File: config.mk
export PLATFORM = sky130hd
export DESIGN_NAME = nonrestoring_div
export DESIGN_NICKNAME = d
export VERILOG_FILES = /design/src/rtl/nonrestoring_div.sv
export SDC_FILE = /design/constraint.sdc
export NUM_CORES = 1
export LEC_CHECK = 0
export BUFFER_PORTS_ARGS = -buffer_cell sky130_fd_sc_hd__buf_2
export CAP_MARGIN = 5
export CELL_PAD_IN_SITES_DETAIL_PLACEMENT = 1
export CELL_PAD_IN_SITES_GLOBAL_PLACEMENT = 2
export CORE_UTILIZATION = 32
export CTS_BUF_LIST = sky130_fd_sc_hd__clkbuf_8 sky130_fd_sc_hd__clkbuf_16
export CTS_CLUSTER_DIAMETER = 60
export DETAILED_ROUTE_END_ITERATION = 7
export PLACE_DENSITY = 0.77
export SLEW_MARGIN = 10
export SYNTH_ARGS = -nofsm -noshare
export SYNTH_HDL_FRONTEND = slang
export SYNTH_SLANG_ARGS = --single-unit
File: constraint.sdc
create_clock -name clk -period 3.2 [get_ports clk]
set_input_delay 0 -clock clk [delete_from_list [all_inputs] [get_ports clk]]
set_output_delay 0 -clock clk [all_outputs]
set_load 0.005 [all_outputs]
File: src/rtl/nonrestoring_div.sv
// Sequential unsigned divider using the non-restoring algorithm.
// Dividend and divisor share data_in on consecutive cycles; one quotient bit is produced per CALC cycle.
module nonrestoring_div #(
    parameter int WIDTH = 16
) (
    input  logic             clk,
    input  logic             rst,
    input  logic             start,
    input  logic [WIDTH-1:0] data_in,
    output logic             busy,
    output logic             done,
    output logic             dbz,
    output logic [WIDTH-1:0] quotient,
    output logic [WIDTH-1:0] remainder
);

    localparam int CNT_W = $clog2(WIDTH + 1);

    typedef enum logic [2:0] {
        IDLE,
        LOADM,
        CALC,
        FIX,
        DONE
    } state_t;

    state_t             state;
    logic [WIDTH:0]     a_reg;
    logic [WIDTH-1:0]   q_reg;
    logic [WIDTH-1:0]   m_reg;
    logic [CNT_W-1:0]   count;

    logic [WIDTH:0]     m_ext;
    logic [WIDTH:0]     a_shift;
    logic [WIDTH:0]     a_step;
    logic [WIDTH:0]     a_fix;

    // The pre-shift sign of A selects subtract or add; FIX undoes a negative final remainder.
    always_comb begin
        m_ext   = {1'b0, m_reg};
        a_shift = {a_reg[WIDTH-1:0], q_reg[WIDTH-1]};
        a_step  = a_reg[WIDTH] ? (a_shift + m_ext) : (a_shift - m_ext);
        a_fix   = a_reg[WIDTH] ? (a_reg + m_ext) : a_reg;
    end

    // NOTE: all state lives in this one clocked block and is assigned with <= so every
    // register samples the pre-edge values; blocking = here would create ordering races.
    always_ff @(posedge clk) begin
        if (rst) begin
            state     <= IDLE;
            busy      <= 1'b0;
            done      <= 1'b0;
            dbz       <= 1'b0;
            quotient  <= '0;
            remainder <= '0;
            a_reg     <= '0;
            q_reg     <= '0;
            m_reg     <= '0;
            count     <= '0;
        end else begin
            done <= 1'b0;
            case (state)
                IDLE, DONE: begin
                    if (start) begin
                        q_reg <= data_in;
                        a_reg <= '0;
                        dbz   <= 1'b0;
                        busy  <= 1'b1;
                        state <= LOADM;
                    end
                end
                LOADM: begin
                    m_reg <= data_in;
                    count <= CNT_W'(WIDTH);
                    if (data_in == '0) begin
                        dbz       <= 1'b1;
                        quotient  <= '1;
                        remainder <= q_reg;
                        done      <= 1'b1;
                        busy      <= 1'b0;
                        state     <= DONE;
                    end else begin
                        state <= CALC;
                    end
                end
                CALC: begin
                    a_reg <= a_step;
                    q_reg <= {q_reg[WIDTH-2:0], ~a_step[WIDTH]};
                    count <= count - CNT_W'(1);
                    if (count == CNT_W'(1)) begin
                        state <= FIX;
                    end
                end
                FIX: begin
                    a_reg     <= a_fix;
                    quotient  <= q_reg;
                    remainder <= a_fix[WIDTH-1:0];
                    done      <= 1'b1;
                    busy      <= 1'b0;
                    state     <= DONE;
                end
                default: begin
                    busy  <= 1'b0;
                    state <= IDLE;
                end
            endcase
        end
    end

endmodule

==> results.toml, run 1 <==
[clock_network]
clk_latency_ns = 0.35
cts_root_buf = "clkbuf_16"
cts.sinks = 92
cts_tree = "done"
clockBufferDepth = 2
path_clk_slew_ns = 0.07
cts_buffers = 9
htree_num_levels = 3

[global_route]
grt_usage_pct = 23.02
grt_pass1_vias = 5988
grt_first_pass_wirelength_um = 32350
antenna_found_initial = 0
grt_start_max_net_pins = 56
grt_overflow = 0

[setup_path]
startpoint_type = "register"
endpoint = "q_reg[0]"
arrival_ns = 3.42
critPathLaunch = "m_reg[1]"
r2r-end = "q_reg[0]"
reg2reg_slack_ns = 0.06
worstRegToRegCells = 14
cp_cell_sequence = "inv_2 -> ha_4 -> or4b_4 -> nor3_4 -> a21oi_2 -> xor2_1 -> ha_1 -> and3_4 -> nand3_2 -> o211ai_1 -> a221oi_2 -> xnor2_1 -> o211a_1 -> nor3_2"
critPathCaptureType = "register"
worst_path_dominant_cell_family = "simple AND/OR/NAND/NOR gates"
worstPathMaxFanout = 4
path_class = "reg2reg"
timing.rr.start = "m_reg[1]"
critPathRequiredTime_ns = 3.48
cp_num_buf_inv = 1
path_depth = 14
critical_path.slowest_cell = "or4b_4"
critical_path.max_stage_delay_ns = 0.48

[detailed_routing]
dr.max_layer_used = "met4"
ant_nets = 0
first_pass_iters = 5
met1_length_um = 9041
drt_iter0_drc = 307
wl_um = 20370
drc_errors = 0
num_vias = 5749
routedWlPerCell_um = 19.36
wl_met3_um = 746
avgViaCountPerCell = 5.465
routed-wl-met2_um = 10200

[yosys]
postSynth.asyncResetShare_pct = 0
ys_seq_area_share_pct = 32.44
synth_area_leaders = "dfxtp_1 (32%), ha_1 (7.7%), nor2_1 (7.1%), nand2_1 (6.4%), a21oi_1 (6.0%)"
ys_warn_count = 0
synthesis.area_sq_mm = 0.005678
netlist_instances = 728
synth_top_area_share_pct = 32.44
syn_nets = 784
synth_top_cell_by_area = "dfxtp_1"
synth_area_per_cell_sq_um = 7.799
ys.flop_type = "dfxtp_1"
synthDistinctLibCells = 65
synth-edff-count = 0
synth_seq_cells = 92

[power_and_ir_drop]
power_density_mw_per_mm2 = 498.5
p_leak_nw = 2.968
power_w = 0.003512
ir_worst_vdd_v = 0.0002899

[die]
io_pins = 54
start_util_pct = 32.83
fp-row-count = 48
die_h_um = 135.2
die_area_sq_mm = 0.01828
core_region_area_sq_mm = 0.01730
die_width_um = 135.2

[sta]
fmax_ghz = 0.3186
slew_violations = 0
setup_tns_ns = 0
hold_viol = 0
worstMarginPinSlew_ns = 0.8962
finClkSkew_ns = 0.009254
timing.slew.headroom_pct = 40.25
timing.final.crit_share_pct = 98.09
layout_min_cycle_time_ns = 3.139
rsz0062_at_grt = "yes"
setup_violations = 0

[cells_and_area]
area_growth_pct = 24.06
fillers = 2137
layout-drive-gt1-share_pct = 20.68
fin_area_sq_mm = 0.007044
largest_reg_flops = 17
layout_common_cells = "nor2_1 (104), nand2_1 (96), dfxtp_1 (90), a21oi_1 (61), buf_4 (57)"
n_antenna_cell = 0
final_net_count = 879
final_common_cell = "nor2_1"

[run]
maxCapViolations = 0

[min_path]
hold_class = "in2reg"

[run_status]
status = "finished, final reports clean"

[place]
routabilityCongestion = 0.8984
hpwl_um = 15170
portBuffers = 53
placed_area_sq_mm = 0.006417
## how the worst min path moves through the flow
stage               start        end  slack (ns)  cells after the start
CTS                   rst  a_reg[11]        0.21                      2
global placement    start        dbz        0.26                      2
detailed placement  start        dbz        0.27                      2
floorplan           start        dbz         0.1                      1
finish                rst  a_reg[11]        0.22                      2
global route          rst  a_reg[11]        0.25                      2
## Yosys cell counts (3+ instances only)
master    count
dfxtp_1      92
nand2_1      97
o21ai_0      25
a21oi_1      68
nand3_1      11
nor2b_1       4
mux2i_1       5
a222oi_1      3
inv_1        14
a211oi_1     17
ha_1         35
nor2_1      107
xor2_1       19
a221oi_1      5
nand2b_1      6
o21a_1        9
a22oi_1       7
xnor2_1      19
nor4_1        5
a21o_1        7
and2_1        5
buf_2         5
o22ai_1       4
and3_1        5
a31oi_1       7
nor3_1       32
a311oi_1     22
o211ai_1      5
clkbuf_1     37
## cell families (layout without fill, tap and decap cells)
logic type	count (synthesis)	after routing	share of synthesized area [%]
XOR/XNOR	38	38	5.862
multiplexers	7	7	1.278
AND/OR/NAND/NOR	291	291	22.96
flip-flops	92	92	32.44
buffers and inverters	58	157	4.187
AO/OA/AOI/OAI	205	205	24.86
adder cells (fa/ha/maj)	37	37	8.418
## stage by stage
step / cells / utilization (%) / setup slack (ns) / hold slack, ns
6_report: 1052 / 40.73 / 0.06102 / 0.2238
5_1_grt: 1052 / 40.73 / -0.08590 / 0.2513
4_1_cts: 1047 / 40.26 / 0.009009 / 0.2125
3_5_place_dp: 1009 / 37.10 / -0.04141 / 0.2650
3_3_place_gp: 1009 / 37.10 / 0.01148 / 0.2646
2_1_floorplan: 728 / - / 0.1970 / 0.09663
## worst reg2reg max path: cells and delay by family, from the launching register on
family                     cells  cell delay (ns)
and+or+nand+nor                5             1.09
AOI/OAI and AO/OA              4             0.78
adders and majority gates      2             0.49
DFF                            1             0.33
xor gates and xnor gates       2             0.30
buffers and inverters          1             0.07
## repair_timing
action	4_1_cts	5_1_grt
pin swaps	9	17
buffers inserted	6	5
hold endpoints to repair	33	0
gates resized for setup	14	14
endpoints found under the setup margin	5	9
gates cloned	0	0
hold buffers	17	0
## layer usage
metal  track usage, %  vias to the layer above
li1                 -                     2805
met1            29.93                     2815
met2            39.03                      101
met3            3.105                       28
met4            7.615                        0
met5                0                        -
## layout make-up
cell class / instances / area [sq um] / area share (%)
multi-input cells: 578 / 3699 / 52.50
well taps: 225 / 281.5 / 3.996
clock buffers: 9 / 225.2 / 3.197
flip-flops and latches: 92 / 1844 / 26.18
inverters: 14 / 52.55 / 0.7460
clock inverters: 6 / 58.81 / 0.8348
repair buffers: 128 / 883.3 / 12.54
## power breakdown
part	leakage (nW)	total, W	internal [W]	switching [W]
Clock	0.144	0.00107	0.000596	0.000472
Sequential	0.750	0.00130	0.00122	0.0000857
Combinational	2.07	0.00114	0.000520	0.000622
Note: power is estimated with default switching activity, not from simulation.
==> run 2, diff against run 1 <==
--- a/config.mk
+++ b/config.mk
@@ -13,7 +13,7 @@
 export CTS_BUF_LIST = sky130_fd_sc_hd__clkbuf_8 sky130_fd_sc_hd__clkbuf_16
 export CTS_CLUSTER_DIAMETER = 60
 export DETAILED_ROUTE_END_ITERATION = 7
-export PLACE_DENSITY = 0.77
+export PLACE_DENSITY = 0.81
 export SLEW_MARGIN = 10
 export SYNTH_ARGS = -nofsm -noshare
 export SYNTH_HDL_FRONTEND = slang
==> run 2 against run 1 <==
Effect of this change: global-route usage fell by 0.66 points; critical endpoint unchanged; core utilization rose by 0.11 points; highest routed layer unchanged; final cell count fell by 0.29%; non-clock buffer count fell by 3; routed wire length fell by 1.6%.
==> results.toml, run 2 (synthesis results as in run 1) <==
[setup_path]
worstRegToRegCells = 13
startpoint_type = "register"
timing.rr.start = "m_reg[0]"
r2r-end = "q_reg[0]"
critPathCaptureType = "register"
path_class = "reg2reg"
worstPathMaxFanout = 4
critPathRequiredTime_ns = 3.41
arrival_ns = 3.33
reg2reg_slack_ns = 0.08

[global_route]
grt_pass1_vias = 5973
grt_overflow = 0
antenna_found_initial = 0
grt_first_pass_wirelength_um = 31620
grt_usage_pct = 22.36
grt_start_max_net_pins = 54

[place]
placed_area_sq_mm = 0.006436
portBuffers = 53
routabilityCongestion = 0.8894
dpl.cell_count = 1012
hpwl_um = 14990

[detailed_routing]
drt_iter0_drc = 271
first_pass_iters = 5
drc_errors = 0
avgViaCountPerCell = 5.537
wl_um = 20050
ant_nets = 0
num_vias = 5808
routedWlPerCell_um = 19.11

[cells_and_area]
final_net_count = 876
layout-drive-gt1-share_pct = 20.63
fillers = 2123
utilization_pct = 40.83
regArea_sq_mm = 0.001846
multi_input_area_sq_mm = 0.003699
final_common_cell = "nor2_1"
layout_common_cells = "nor2_1 (105), nand2_1 (96), dfxtp_1 (89), a21oi_1 (61), buf_4 (54)"
n_antenna_cell = 0
final_cells = 1049
area_growth_pct = 24.39
fin_area_sq_mm = 0.007063
largest_reg_flops = 17

[sta]
slew_violations = 0
hold_ws_ns = 0.2413
layout_min_cycle_time_ns = 3.120
timing.final.crit_share_pct = 97.51
hold_viol = 0
finClkSkew_ns = 0.007046
setup_violations = 0
rsz0062_at_grt = "yes"
fmax_ghz = 0.3205
setup_tns_ns = 0
timing.slew.headroom_pct = 41.82
worstMarginPinSlew_ns = 0.8728

[die]
fp-row-count = 48
die_h_um = 135.2
io_pins = 54
start_util_pct = 32.83
core_region_area_sq_mm = 0.01730
die_area_sq_mm = 0.01828
die_width_um = 135.2

[clock_network]
clk_latency_ns = 0.35
clockBufferDepth = 2
cts_tree = "done"
path_clk_slew_ns = 0.07
cts_root_buf = "clkbuf_16"
cts.sinks = 92
htree_num_levels = 3
cts_buffers = 9

[run]
maxCapViolations = 0

[min_path]
hold_class = "in2reg"
whs_path_depth = 2
hold_end = "a_reg[11]"
worstHoldStart = "rst"

[power_and_ir_drop]
ir_worst_vdd_v = 0.0003184
power_density_mw_per_mm2 = 508.0
p_leak_nw = 2.967

[run_status]
status = "finished, final reports clean"
[run 2: area by class of cell]
type,instances,area share [%]
Clock buffer,10,3.384
Clock inverter,5,1.205
Inverter,14,0.7440
Multi-Input combinational cell,578,52.36
Sequential cell,92,26.13
Tap cell,225,3.986
Timing Repair Buffer,125,12.19
[run 2: worst max path at each step]
stage | startpoint | endpoint | slack (ns) | cells past startpoint
finish | m_reg[0] | q_reg[0] | 0.08 | 13
global route | m_reg[0] | q_reg[0] | -0.09 | 13
CTS | m_reg[0] | a_reg[11] | 0.01 | 14
detailed placement | m_reg[0] | a_reg[11] | -0.02 | 13
global placement | m_reg[1] | a_reg[13] | 0.08 | 13
floorplan | m_reg[1] | a_reg[13] | 0.20 | 13
[run 2: routing by layer]
metal | wire, um | global-route usage, % | part of all wire, %
met2 | 10070 | 38.77 | 50
met4 | 479 | 7.428 | 2.4
met1 | 8951 | 28.10 | 45
met5 | 0 | 0 | 0
met3 | 547 | 3.442 | 2.7
[run 2: report_power, final]
group	total [W]	internal (W)	switching, W
Sequential	0.00130	0.00122	0.0000854
Combinational	0.00110	0.000491	0.000610
Clock	0.00118	0.000706	0.000479
[run 2: through the flow]
step                      power (W)  setup slack [ns]
after floorplan            0.001956            0.1970
after global placement     0.002295           0.07965
after detailed placement   0.002332          -0.01759
after CTS                  0.003542           0.01237
after global routing       0.003772          -0.09250
final                      0.003588           0.07969
[run 2: worst max-delay path: stages, from the launching register on]
cell      delay [ns]
dfxtp_2         0.33
inv_2           0.07
ha_4            0.13
or4b_4          0.49
nor3_4          0.24
a21oi_2         0.10
xor2_1          0.15
ha_1            0.37
a21oi_2         0.22
o211ai_1        0.13
a221oi_2        0.34
xnor2_1         0.17
o211a_1         0.18
nor3_2          0.04
[run 2: what timing repair did]
item,CTS,global route
hold buffers,17,0
hold endpoints to repair,34,0
buffers inserted,1,4
setup endpoints to repair,3,11
gates resized for setup,2,28
pin swaps,2,12
